$ cat config.mk
export PLATFORM = sky130hd
export DESIGN_NAME = conv2_pool_relu
export DESIGN_NICKNAME = d
export VERILOG_FILES = /design/src/rtl/conv2_pool_relu.sv
export SDC_FILE = /design/constraint.sdc
export NUM_CORES = 1
export LEC_CHECK = 0
export ABC_AREA = 1
export CORE_UTILIZATION = 40
export DETAILED_ROUTE_END_ITERATION = 10
export PLACE_DENSITY_LB_ADDON = 0.08
export SLEW_MARGIN = 10
export SYNTH_ARGS = -nofsm -noshare
export SYNTH_HDL_FRONTEND = slang
export SYNTH_SLANG_ARGS = --single-unit
export TNS_END_PERCENT = 50
$ cat constraint.sdc
create_clock -name clk -period 5.75 [get_ports clk]
set_clock_uncertainty 0.05 [all_clocks]
set_input_delay 1.15 -clock clk [delete_from_list [all_inputs] [get_ports clk]]
set_output_delay 1.15 -clock clk [all_outputs]
set_load 0.05 [all_outputs]
$ cat src/rtl/conv2_pool_relu.sv
// conv2 pooling receiver: 2x2/stride-2 signed max pool over a raster stream.
// Define CONV2_POOL_RELU_EN to clamp negative pooled results to zero.
module conv2_pool_relu #(
    parameter int WIDTH = 14,
    parameter int IN_W  = 8,
    parameter int IN_H  = 8
) (
    input  logic                    clk,
    input  logic                    rst_n,
    input  logic                    valid_in,
    input  logic signed [WIDTH-1:0] data_in,
    output logic signed [WIDTH-1:0] data_out,
    output logic                    valid_out,
    output logic                    frame_done
);

    localparam int COL_W = (IN_W > 2) ? $clog2(IN_W) : 1;
    localparam int ROW_W = (IN_H > 2) ? $clog2(IN_H) : 1;
    localparam int LB_N  = IN_W / 2;
    localparam int LB_AW = (LB_N > 1) ? $clog2(LB_N) : 1;
    localparam logic [COL_W-1:0] COL_LAST = COL_W'(IN_W - 1);
    localparam logic [ROW_W-1:0] ROW_LAST = ROW_W'(IN_H - 1);

    logic [COL_W-1:0]        col_q, col_d;
    logic [ROW_W-1:0]        row_q, row_d;
    logic signed [WIDTH-1:0] hold_q, hold_d;
    logic signed [WIDTH-1:0] data_out_q, data_out_d;
    logic                    valid_out_q, valid_out_d;
    logic                    frame_done_q, frame_done_d;

    // Holds the horizontal max of each column pair from the even row.
    logic signed [WIDTH-1:0] linebuf_q [LB_N];

    logic [LB_AW-1:0]        lb_addr;
    logic                    lb_we;
    logic signed [WIDTH-1:0] lb_rdata;
    logic signed [WIDTH-1:0] hmax;
    logic signed [WIDTH-1:0] pmax;

    assign lb_addr  = LB_AW'(col_q >> 1);
    assign lb_rdata = linebuf_q[lb_addr];
    assign hmax     = (data_in > hold_q) ? data_in : hold_q;
    assign pmax     = (hmax > lb_rdata) ? hmax : lb_rdata;

    always_comb begin
        col_d        = col_q;
        row_d        = row_q;
        hold_d       = hold_q;
        data_out_d   = data_out_q;
        valid_out_d  = 1'b0;
        frame_done_d = 1'b0;
        lb_we        = 1'b0;

        if (valid_in) begin
            if (!col_q[0]) begin
                hold_d = data_in;
            end else if (!row_q[0]) begin
                lb_we = 1'b1;
            end else begin
`ifdef CONV2_POOL_RELU_EN
                data_out_d = pmax[WIDTH-1] ? '0 : pmax;
`else
                data_out_d = pmax;
`endif
                valid_out_d  = 1'b1;
                frame_done_d = (row_q == ROW_LAST) && (col_q == COL_LAST);
            end

            if (col_q == COL_LAST) begin
                col_d = '0;
                row_d = (row_q == ROW_LAST) ? '0 : row_q + 1'b1;
            end else begin
                col_d = col_q + 1'b1;
            end
        end
    end

    always_ff @(posedge clk) begin
        if (!rst_n) begin
            col_q        <= '0;
            row_q        <= '0;
            data_out_q   <= '0;
            valid_out_q  <= 1'b0;
            frame_done_q <= 1'b0;
        end else begin
            col_q        <= col_d;
            row_q        <= row_d;
            data_out_q   <= data_out_d;
            valid_out_q  <= valid_out_d;
            frame_done_q <= frame_done_d;
        end
    end

    // Datapath storage is never read before being written within a frame.
    always_ff @(posedge clk) begin
        hold_q <= hold_d;
        if (lb_we) begin
            linebuf_q[lb_addr] <= hmax;
        end
    end

    assign data_out   = data_out_q;
    assign valid_out  = valid_out_q;
    assign frame_done = frame_done_q;

endmodule

; ---- After elaboration in Yosys (flattened, before gate mapping)
; Memory sizes are Yosys's and may differ from the RTL's. A register that Yosys moved wholly into a read port is not among the register bits.
; Cells that the tools add are included.
[totals]
out_inout_bits = 16
latchBits = 0
ff_bits = 36
mem_bits_ro = 0
memories = 1
mem_bits_rw = 56
in_bits = 17
[op_classes]
n_bitwise = 1
muxes = 12
multipliers = 0
reduce_logical = 6
n_shift = 0
n_div = 0
magnitude_cmp = 2
n_eq_ne = 2
n_addsub = 2
[mem_list]
columns = memory, words, word_bits, rd, rd_ports_with_merged_regs, write_ports, line
row1 = linebuf_q, 4, 14, 1, 1, 1, 32  ; logic signed [WIDTH-1:0] linebuf_q [LB_N];
[ops]
columns = operator, n
row1 = $gt A14 B14 Y1, 2
row2 = $mux W14, 2
row3 = $add A3 B1 Y3 const B, 2
row4 = $eq A3 B3 Y1 const B, 2
row5 = $mux W1, 6
row6 = $mux W3, 2
row7 = $reduce_and A3 Y1, 2
row8 = $mux W2, 2
row9 = $reduce_and A2 Y1, 2
row10 = $reduce_and A4 Y1, 1
row11 = $logic_and A1 B1 Y1, 1
row12 = $not A1 Y1, 1

; ---- Logic depth before layout (Yosys ltp)
[logic_depth]
depth_word = 5
depth_mapped = 30
mapped_depth_nobuf = 28

; ---- Least setup slack after synthesis
; OpenSTA, ideal clock, no wires.
[synth_timing]
kind = input to register
startpoint = in data_in[9]
endpoint = reg data_out_q[9], in the netlist data_out[9]
n_path_buf = 2
setup_time_ps = 143
setup_slack_ps = 1139
arrival_ps = 4418
stages = 25
cell_sequence = ha_1 > nand2_1 > inv_1 > nand2_1 > nand2_1 > a21oi_2 > nand2_1 > nand2_1 > nand3_2 > inv_1 > clkbuf_1 > nand2_1 > o21ai_0 > ha_1 > a21oi_1 > nor2_1 > a211oi_1 > o21ai_0 > a221oi_1 > nand2_1 > nand2_4 > buf_2 > nand4_1 > nand3_2 > a21oi_2
[synth_between]
elab_chain_len = 4
[synth_rtl]
columns = item, line
row1 = start: declaration, 11  ; input logic signed [WIDTH-1:0] data_in,
row2 = $gt A14 B14 Y1, 42  ; assign hmax = (data_in > hold_q) ? data_in : hold_q;
row3 = $mux W14, 42
row4 = net hmax[7], 37  ; logic signed [WIDTH-1:0] hmax;
row5 = $gt A14 B14 Y1, 43  ; assign pmax = (hmax > lb_rdata) ? hmax : lb_rdata;
row6 = $mux W14, 43
row7 = end signal: assignment, 88  ; data_out_q <= data_out_d;
row8 = end: declaration, 27  ; logic signed [WIDTH-1:0] data_out_q, data_out_d;
; The timed path passes the listed nets, and every way through them passes these cells.
; A chain may end at the register's enable or synchronous reset.

; ---- Worst setup path in the final report
[layout_timing]
startpoint = in data_in[9]
endpoint = reg data_out_q[0], in the netlist data_out[0]
[layout_between]
elab_chain_len = 4
[layout_rtl]
columns = item, line
row1 = $gt A14 B14 Y1, 42
row2 = $mux W14 (*), 42
row3 = $gt A14 B14 Y1, 43
row4 = $mux W14 (*), 43
; Mark *: on every way between the ends. The rest lies on a longest branch, timed or not.

==> results.json <==
{
  "outcome": "finished clean",
  "final-max-slew-violation-count": 0,
  "syn_nets": 514,
  "hold_viol": 0,
  "final_net_count": 561,
  "fp.coreArea_um2": 11500,
  "die_width_um": 110,
  "ios": 33,
  "gp_congestion": 0.815,
  "worst_pin_slew_ns": 0.904,
  "pwr-share-seq": 0.442,
  "ys_seq_area_frac": 0.548,
  "critPathMaxFanout": 15,
  "cpPeakStageDelay_ns": 0.44,
  "path_buf_inv": 5,
  "ir_drop_uv": 203,
  "clock-sinks": 94,
  "post_cts_resized": 0,
  "stdcell_count": 661,
  "antenna_found_initial": 0,
  "leakagePower_nw": 2.26,
  "grt_pass1_vias": 3359,
  "grt_remaining_overflow": 0,
  "yosys.area.top_type": "edfxtp_1",
  "crit_required_ns": 5.97,
  "synth-warning-count": 0,
  "detail-route-antenna-nets": 0,
  "drt-initial-drc-count": 161,
  "synth.distinct_cells": 31,
  "cpMaxStageDelayCell": "clkdlybuf4s50_1",
  "period_needed_ns": 5.18,
  "avgSynthCellArea_um2": 10.1,
  "portBuffers": 32,
  "cts_setup_buffers": 0,
  "cts_tree": "done",
  "wl_per_cell_um": 15.5,
  "grt_pass1_wl_um": 17100,
  "grt_max_degree": 30,
  "p_sw_frac": 0.287,
  "hold_path_end": "data_out[0]",
  "synth_flop_cell": "edfxtp_1",
  "ys_ff_latch": 94,
  "placed_cell_area_um2": 5310,
  "finalWorstSetupSlack_ns": 0.574,
  "synth.top_cells.by_area": "edfxtp_1 45%, dfxtp_1 10%, nand2_1 8.9%",
  "antenna_cells": 0,
  "worst_setup_path_start_kind": "input pin",
  "dp_hpwl_um": 7360,
  "reg2regPathDepth": 25,
  "netlist_area_um2": 4710,
  "drc_errors": 0,
  "clk_latency_ns": 0.35,
  "area_delta_synth_final_pct": 19.1,
  "maxCapViolCount": 0,
  "h-tree-depth": 3,
  "setup_viol": 0,
  "via_count": 3334,
  "min_path_cells": 2,
  "rsz0062_at_grt": "false",
  "cp-end-kind": "flip-flop",
  "synth_simple_gate_area_frac": 0.202,
  "synth_compound_area_frac": 0.105,
  "row_count": 39,
  "ys_async_sr_fraction": 0,
  "p_int_mw": 1.24,
  "combPwrFrac": 0.214,
  "pre_cts_ws_ns": 0.201,
  "min_period_over_period": 0.900,
  "die_h_um": 110,
  "fin_util": 0.489,
  "hp-class": "flip-flop to flip-flop",
  "hp-start": "data_out[0]",
  "startpoint": "data_in[9]",
  "dp_cells": 645,
  "clockRootBuffer": "clkbuf_16",
  "design_area_um2": 5610,
  "r2r_slack_ns": 1.43,
  "synth_mux_area_frac": 0,
  "syn_inst": 466,
  "cts.path.max_buffers": 2,
  "cts_buffers": 9,
  "drive_above_1_share": 0.172,
  "r2r_end": "data_out[0]",
  "cp.arrival_ns": 5.40,
  "synth-edff-count": 70,
  "clk_pin_slew_ns": 0.06,
  "pwr-share-clk": 0.344,
  "synth-xor-area-share": 0,
  "fin_setup_tns_ns": 0,
  "clock.fmax_ghz": 0.193,
  "crit_family": "simple AND/OR/NAND/NOR gates",
  "synth-adder-area-share": 0.0824,
  "synth_top_area_frac": 0.446,
  "power_density_nw_per_um2": 311,
  "first_pass_iters": 4,
  "initial_core_util": 0.411,
  "vias_per_cell": 5.04,
  "die_area_um2": 12200,
  "power.switching_uw": 501,
  "crit_type": "input pin to flip-flop",
  "cp_common_cell": "nand2_1",
  "ctsHoldBuffers": 0,
  "timing.rr.start": "hold_q[9]",
  "maxSlewHeadroom": 0.395,
  "synth_top_family_by_area": "simple AND/OR/NAND/NOR gates",
  "wl_um": 10300,
  "grt.total_usage": 0.184
}
## worst max path at each step
stage | slack [ns] | depth (start not counted) | endpoint
global placement | 0.23 | 25 | data_out[13]
CTS | 0.55 | 25 | data_out[13]
finish | 0.57 | 25 | data_out[0]
detailed placement | 0.20 | 25 | data_out[13]
floorplan | 1.14 | 25 | data_out[9]
global route | 0.03 | 26 | data_out[1]
## registers in the layout, summed over array words and instances, names as in the netlist, named ones only
signal and flops:
col_q 3, data_out 14, frame_done 1, hold_q 14, linebuf_q 56, row_q 3, valid_out 1
## stage by stage
stage / power, mW / hold slack [ns]
3_5_place_dp: 1.16 / 0.411
5_1_grt: 1.84 / 0.451
6_report: 1.74 / 0.420
2_1_floorplan: 1.05 / 0.408
3_3_place_gp: 1.15 / 0.412
4_1_cts: 1.76 / 0.422
## area by class of cell
cell class	instances	area, µm²
fillers	1068	5860
flip-flops and latches	94	2580
multi-input cells	298	1860
repair buffers	52	470
clock buffers	10	239
inverters	58	218
well taps	143	179
clock inverters	6	60.1
## layout by cell type, fill, tap and decap left out, drive strengths merged, types with 2 or more instances in the layout
cell	netlist	final
a211oi	2	2
a21oi	38	38
a32o	12	12
a32oi	2	2
buf	7	20
clkbuf	9	10
clkdlybuf4s50	0	32
clkinv	0	3
dfxtp	24	24
edfxtp	70	70
ha	31	31
inv	58	59
nand2	127	127
nand3	24	24
nand4	17	17
nor2	14	14
nor3	6	6
o21ai	19	19
or2	3	3
## power by group through the flow
| stage | sequential (mW) | clock [mW] | combinational [mW] |
|---|---|---|---|
| global placement | 0.785 | 0 | 0.369 |
| global route | 0.772 | 0.644 | 0.427 |
| floorplan | 0.784 | 0 | 0.263 |
| detailed placement | 0.785 | 0 | 0.373 |
| finish | 0.770 | 0.600 | 0.372 |
| CTS | 0.770 | 0.614 | 0.376 |
## cells in the mapped netlist (3+ instances only)
library cell  count
nand2_1         112
nor2_1           13
a21oi_1          27
buf_2             3
nand3_1          10
dfxtp_1          24
ha_1             31
inv_1            53
nor3_1            5
o21ai_0          19
or2_2             3
nand3_2          13
edfxtp_1         70
nand4_1          17
inv_2             5
nand2_2          13
a21oi_2          11
clkbuf_1          9
a32o_1           12
## worst min-delay path: stages, from the launching register on
cell     delay [ns]
dfxtp_1        0.31
nand2_1        0.06
a21oi_1        0.05
## kinds of logic (layout without fill, tap and decap cells)
kind of cell | count (synthesis) | after routing
AO/OA/AOI/OAI | 75 | 75
adder cells (fa/ha/maj) | 31 | 31
flip-flops | 94 | 94
buffers and inverters | 74 | 126
AND/OR/NAND/NOR | 192 | 192
## routing by layer
layer	vias up	global-route usage	routed length [µm]
li1	1711	-	-
met1	1556	0.239	4850
met2	52	0.296	4780
met3	15	0.0351	384
met4	0	0.0880	228
met5	-	0	0
Power figures use the tool's default switching activity.
